File: src/rtl/stopwatch_time_counter.sv
// rtl/stopwatch_time_counter.sv - run/stop/clear FSM driving cascaded msec/sec/min/hour counters
// Optional lap freeze of o_data is built when STOPWATCH_LAP_EN is defined.
module stopwatch_time_counter #(
  parameter int CLK_FREQ = 100_000_000,
  parameter int TICK_HZ  = 100
) (
  input  logic        clk,
  input  logic        reset,
  input  logic        i_run_stop,
  input  logic        i_clear,
  input  logic        i_lap,
  output logic [23:0] o_data,
  output logic        o_running,
  output logic        o_lap_active
);
  localparam int DIV = CLK_FREQ / TICK_HZ;
  localparam int DW  = ($clog2(DIV) > 0) ? $clog2(DIV) : 1;
  localparam logic [DW-1:0] DIV_MAX  = DW'(DIV - 1);
  localparam logic [6:0]    MSEC_MAX = 7'(TICK_HZ - 1);

  if (TICK_HZ > 128 || DIV < 2) begin : g_param_check
    $error("stopwatch_time_counter: TICK_HZ must be <= 128 and CLK_FREQ/TICK_HZ >= 2");
  end

  typedef enum logic [1:0] {
    ST_STOP  = 2'd0,
    ST_RUN   = 2'd1,
    ST_CLEAR = 2'd2
  } state_t;

  state_t state, state_n;
  logic   run_n, tick, clear_entry;

  logic [DW-1:0] div_cnt, div_n;
  logic [4:0]    hour_q, hour_n;
  logic [5:0]    min_q, min_n;
  logic [5:0]    sec_q, sec_n;
  logic [6:0]    msec_q, msec_n;
  logic [23:0]   live_q, live_n, display_n;

  assign live_q = {hour_q, min_q, sec_q, msec_q};
  assign live_n = {hour_n, min_n, sec_n, msec_n};

  // o_running is registered from the next state so it changes on the entering edge
  always_ff @(posedge clk) begin
    if (reset) begin
      state     <= ST_STOP;
      o_running <= 1'b0;
    end else begin
      state     <= state_n;
      o_running <= run_n;
    end
  end

  always_comb begin
    state_n = state;
    case (state)
      ST_STOP: begin
        if (i_clear)         state_n = ST_CLEAR;
        else if (i_run_stop) state_n = ST_RUN;
      end
      ST_RUN:   if (i_run_stop) state_n = ST_STOP;
      ST_CLEAR: state_n = ST_STOP;
      default:  state_n = ST_STOP;
    endcase
  end

  always_comb begin
    run_n       = (state_n == ST_RUN);
    tick        = (state == ST_RUN) && (div_cnt == DIV_MAX);
    clear_entry = (state == ST_STOP) && i_clear;
  end

  // Whole carry chain resolves on the tick edge; divider holds outside RUN
  always_comb begin
    div_n  = div_cnt;
    hour_n = hour_q;
    min_n  = min_q;
    sec_n  = sec_q;
    msec_n = msec_q;
    if (clear_entry) begin
      div_n  = '0;
      hour_n = '0;
      min_n  = '0;
      sec_n  = '0;
      msec_n = '0;
    end else if (state == ST_RUN) begin
      if (!tick) begin
        div_n = div_cnt + DW'(1);
      end else begin
        div_n = '0;
        if (msec_q != MSEC_MAX) begin
          msec_n = msec_q + 7'd1;
        end else begin
          msec_n = '0;
          if (sec_q != 6'd59) begin
            sec_n = sec_q + 6'd1;
          end else begin
            sec_n = '0;
            if (min_q != 6'd59) begin
              min_n = min_q + 6'd1;
            end else begin
              min_n  = '0;
              hour_n = (hour_q == 5'd23) ? 5'd0 : hour_q + 5'd1;
            end
          end
        end
      end
    end
  end

`ifdef STOPWATCH_LAP_EN
  logic [23:0] lap_q, lap_n;
  logic        lap_active_n;

  always_comb begin
    lap_n        = lap_q;
    lap_active_n = o_lap_active;
    if (clear_entry) begin
      lap_n        = '0;
      lap_active_n = 1'b0;
    end else if (state == ST_RUN && i_lap) begin
      if (o_lap_active) begin
        lap_active_n = 1'b0;
      end else begin
        lap_n        = live_q;
        lap_active_n = 1'b1;
      end
    end
  end

  always_ff @(posedge clk) begin
    if (reset) begin
      lap_q        <= '0;
      o_lap_active <= 1'b0;
    end else begin
      lap_q        <= lap_n;
      o_lap_active <= lap_active_n;
    end
  end

  assign display_n = lap_active_n ? lap_n : live_n;
`else
  logic unused_lap;
  assign unused_lap   = i_lap;
  assign o_lap_active = 1'b0;
  assign display_n    = live_n;
`endif

  always_ff @(posedge clk) begin
    if (reset) begin
      div_cnt <= '0;
      hour_q  <= '0;
      min_q   <= '0;
      sec_q   <= '0;
      msec_q  <= '0;
      o_data  <= '0;
    end else begin
      div_cnt <= div_n;
      hour_q  <= hour_n;
      min_q   <= min_n;
      sec_q   <= sec_n;
      msec_q  <= msec_n;
      o_data  <= display_n;
    end
  end

endmodule

File: config.mk
export PLATFORM = sky130hd
export DESIGN_NAME = stopwatch_time_counter
export DESIGN_NICKNAME = d
export VERILOG_FILES = /design/src/rtl/stopwatch_time_counter.sv
export SDC_FILE = /design/constraint.sdc
export NUM_CORES = 1
export LEC_CHECK = 0
export ABC_CLOCK_PERIOD_IN_PS = 2430
export CORE_UTILIZATION = 54
export DETAILED_ROUTE_END_ITERATION = 8
export PLACE_DENSITY = 0.89
export SYNTH_ARGS = -nofsm -noshare
export SYNTH_HDL_FRONTEND = slang
export SYNTH_SLANG_ARGS = --single-unit
File: constraint.sdc
create_clock -name clk -period 2.43 [get_ports clk]
set_clock_uncertainty 0.1 [all_clocks]
set_input_delay 0.3645 -clock clk [delete_from_list [all_inputs] [get_ports clk]]
set_output_delay 0.3645 -clock clk [all_outputs]
set_load 0.05 [all_outputs]
Word-level counts from Yosys, hierarchy flattened
Cells that the tools add are included.

Flip-flop bits (word level): 71. Output and inout port bits: 26. Logic and storage cells: 51.

$add $sub $neg: 5. Equal/unequal tests: 7. Multiplexer cells: 27. Reductions and logical operators: 4.

Operators with widths (number): 6-bit 2-to-1 mux (11); 5-bit 2-to-1 mux (7); 7-bit 2-to-1 mux (4); 20-bit by 1-bit adder with 20-bit output (second input constant) (1); 20-bit equality test (second input constant) (1); 20-bit 2-to-1 mux (1); 6-bit by 1-bit adder with 6-bit output (second input constant) (2); 6-bit inequality test (second input constant) (2); 7-bit by 1-bit adder with 7-bit output (second input constant) (1); 7-bit inequality test (second input constant) (1); 2-bit 2-to-1 mux (3); 5-bit by 1-bit adder with 5-bit output (second input constant) (1); 5-bit equality test (second input constant) (1); 2-bit by 1-bit equality test with 1-bit output (second input constant) (2); 2-bit one-hot mux with 2 select lines (1); 1-bit logical AND (2); 2-bit logical NOT (1); 2-bit OR reduction (1).

Depth between registers and ports, before layout
Word-level depth: 8. Depth in mapped cells: 8. Depth with buffers taken out: 6.

Worst setup path after synthesis
No wires, ideal clock.

Path type: register to register. Start: reg, netlist name o_data[0]. End: reg o_data[16]. Library setup time: 70 ps. Data arrival time: 2300 ps. Required time: 2260 ps. Slack: -41 ps. Cell stages (with the launch flop): 8. Path buffers: 1. Period minus slack after synthesis: 2471 ps. Cells stage by stage: dfxtp_1 > ha_1 > nand4b_1 > nor3_1 > nand4_1 > clkbuf_1 > or3b_1 > a21oi_1.

RTL lines: end signal, assigned (RTL line 164) `o_data <= display_n;`; end, declared (RTL line 12) `output logic [23:0] o_data,`.

Worst setup path in the final report
Start: reg div_cnt[6]. End: reg o_data[12].

Cells in the longest elaborated chain, start to end: 5.

RTL lines: start, declared (RTL line 34) `logic [DW-1:0] div_cnt, div_n;`; start signal, assigned (RTL line 159) `div_cnt <= div_n;`; 20-bit equality test (RTL line 70) `tick = (state == ST_RUN) && (div_cnt == DIV_MAX);`; 1-bit logical AND (RTL line 70); 6-bit 2-to-1 mux (RTL line 88) `if (!tick) begin`; 6-bit 2-to-1 mux (RTL line 87) `end else if (state == ST_RUN) begin`; 6-bit 2-to-1 mux (RTL line 81) `if (clear_entry) begin`.

Every way passes these cells. A chain may end at the register's enable or synchronous reset.

==> run_results.csv <==
group,metric,value,unit
floorplan,die_h,66.2,µm
synth,synth_top_family_by_area,"simple AND/OR/NAND/NOR gates",
sta,setup_ws,111,ps
synth,yosysSeqAreaShare,42.3,%
grt,grt_usage,24.0,%
sta,maxSlewHeadroom,65.2,%
min_path,hp-class,"flip-flop to flip-flop",
synth,yosys_warnings,0,
placement,routabilityCongestion,0.749,
sta,hold_viol,0,
synth,synth-xor-area-share,9.44,%
synth,synthSimpleGateAreaFrac,33.3,%
floorplan,start_util,58.6,%
placement,dpl.hpwl,3.37,mm
finish,final_common_cell,"dfxtp_1",
drt,drt-wirelength-per-cell,13.7,µm
setup_path,critical-path-slowest-cell,"or4_4",
synth,synthesis.nets,275,
clock_tree,cts_tree,"done",
synth,synth_cell_types,40,
finish,syn_to_final_growth,23.2,%
floorplan,core,3800,µm²
setup_path,critPathArrivalTime,2450,ps
finish,nFillCells,307,
clock_tree,numClockSinks,47,
synth,muxShareOfSynthArea,1.41,%
floorplan,die_w,66.2,µm
sta,min_period,2320,ps
placement,place_area,2600,µm²
drt,vias_per_cell,5.64,
floorplan,ios,31,
finish,nets,318,
clock_tree,ctsRootBufferMaster,"clkbuf_8",
setup_path,path_delay_family,"simple AND/OR/NAND/NOR gates",
synth,synth_compound_area_share,7.64,%
drt,drt_pass1_iterations,4,
sta,fmax,431,MHz
finish,layout-drive-gt1-share,10.1,%
placement,dp_slack,-30.0,ps
sta,hold_slack,396,ps
synth,syn_inst,265,
clock_tree,clk_path_buf_depth,2,
setup_path,worstSetupEndpointType,"flip-flop",
setup_path,path_depth,6,
grt,grt_pass1_wl,8.15,mm
setup_path,timing.critical_path.cells,"or4_4 > nor4_4 > buf_4 > nand3_4 > or4_1 > a21oi_1",
setup_path,regToRegEndpoint,"o_data[12]",
sta,setup_viol,0,
drt,drc,0,
clock_tree,path_clk_slew,90,ps
setup_path,startpoint_type,"flip-flop",
drt,vias,2007,
setup_path,cp_num_buf_inv,1,
floorplan,die_area,4380,µm²
job,cap_viol_max_count,0,
synth,ys.flop_type,"dfxtp_1",
synth,synth.avg_cell_area,8.40,µm²
power_and_ir_drop,p_leak,0.931,nW
setup_path,rrSetupSlack,110,ps
drt,first_iter_violations,133,
setup_path,required,2560,ps
power_and_ir_drop,power.density,475,nW/µm²
grt,grt_max_degree,21,
grt,antenna_found_initial,0,
setup_path,crit_fanout,12,
clock_tree,htreeDepth,2,
clock_tree,clock_latency,300,ps
synth,syn_area,2230,µm²
setup_path,critPathLaunch,"div_cnt[6]",
synth,synth_seq_cells,47,
synth,yosys.area_share.adder,2.81,%
placement,io_buffers,28,
sta,drv_slew,0,
setup_path,reg2reg_from,"div_cnt[6]",
grt,grt_pass1_vias,1865,
power_and_ir_drop,ir_drop,371,µV
setup_path,ff2ff_path_depth,6,
clock_tree,cts_buffers,5,
drt,postRouteAntennaNets,0,
sta,tightest_slew,520,ps
setup_path,crit_type,"flip-flop to flip-flop",
min_path,hold_path.startpoint,"div_cnt[1]",
synth,async_flop_share,0,%
sta,period_share,95.4,%
synth,synth_edf_count,0,
setup_path,slowest_delay,550,ps
min_path,hold_path_end,"div_cnt[1]",
finish,layout_common_cells,"46 x dfxtp_1, 34 x nor2_1, 28 x nand2_1, 28 x clkdlybuf4s50_1",
outcome,status,"completed",
finish,fin_area,2740,µm²
min_path,min_path_cells,2,
finish,antenna_cells,0,
floorplan,rows,22,
grt,grt_overflow,0,
drt,routed_wl,4.87,mm
[stage by stage]
| stage | total power (W) | TNS, ps | util (%) | instances |
|---|---|---|---|---|
| after floorplan | 0.000829 | 0 | - | 265 |
| after global placement | 0.000843 | 0 | 68.4 | 342 |
| after detailed placement | 0.000846 | -41.7 | 68.4 | 342 |
| after CTS | 0.00131 | 0 | 70.9 | 350 |
| after global routing | 0.00136 | -9.32 | 72.2 | 356 |
| final | 0.00130 | 0 | 72.2 | 356 |
[final cells by class]
type | count | area [µm²] | area share (%)
flip-flops and latches | 47 | 942 | 34.4
well taps | 48 | 60.1 | 2.19
repair buffers | 44 | 400 | 14.6
clock inverters | 1 | 5.00 | 0.182
multi-input cells | 204 | 1230 | 44.8
inverters | 6 | 22.5 | 0.821
clock buffers | 6 | 82.6 | 3.01
[flip-flops by register name, indices dropped and copies added (netlist names)]
register,flops
o_data,24
div_cnt,20
state,2
o_running,1
[cell usage after synthesis (3+ instances only)]
library cell	count	share of area, %
a21oi_1	16	3.6
and2_1	3	0.84
and3_1	9	2.5
clkbuf_1	3	0.51
dfxtp_1	47	42
ha_1	5	2.8
inv_1	6	1.0
nand2_1	28	4.7
nand3_1	14	3.1
nand4_1	10	2.8
nand4b_1	3	1.2
nor2_1	34	5.7
nor3_1	13	2.9
nor4_1	3	0.84
o21ai_0	5	1.1
o21ai_1	3	0.67
o31ai_1	3	1.0
or3_1	6	1.7
or4_1	5	1.7
xnor2_1	10	3.9
xor2_1	14	5.5
[worst max path at each step]
stage / to / slack, ps
global placement: o_data[15] / 10
floorplan: o_data[16] / 130
global route: o_data[9] / -9
finish: o_data[12] / 110
detailed placement: o_data[15] / -30
CTS: o_data[12] / 70
[worst register-to-register path, cell delays in order, from the launching register on]
cell,delay [ps]
dfxtp_1,320
or4_4,550
nor4_4,280
buf_4,190
nand3_4,140
or4_1,530
a21oi_1,150
[power by group]
part	switching [W]	total, W	leakage (nW)	internal [W]
registers	0.00000466	0.000778	0.379	0.000773
clock network	0.000252	0.000475	0.0470	0.000223
logic	0.0000351	0.0000501	0.504	0.0000150
total	0.000291	0.00130	0.931	0.00101
[layer usage]
metal,up-vias,part of all wire (%),GRT usage [%]
met5,-,0,0
met4,0,1.9,8.24
met3,11,3.7,5.86
met2,44,50,41.7
met1,945,45,28.6
li1,1007,-,-
[what timing repair did]
| action | CTS | global route |
|---|---|---|
| hold buffers | 0 | 0 |
| buffers inserted | 1 | 6 |
| pin swaps | 1 | 2 |
| setup endpoints to repair | 3 | 4 |
| resized for setup | 0 | 1 |
[cells by family (layout without fill, tap and decap cells)]
group                      after synthesis  after routing
and+or+nand+nor                        140            140
DFF                                     47             47
AOI/OAI and AO/OA                       31             31
xor gates and xnor gates                24             24
buffers and inverters                   14             57
adders and majority gates                5              5
muxes                                    3              3
other                                    1              1
(Power assumes the default switching activity.)
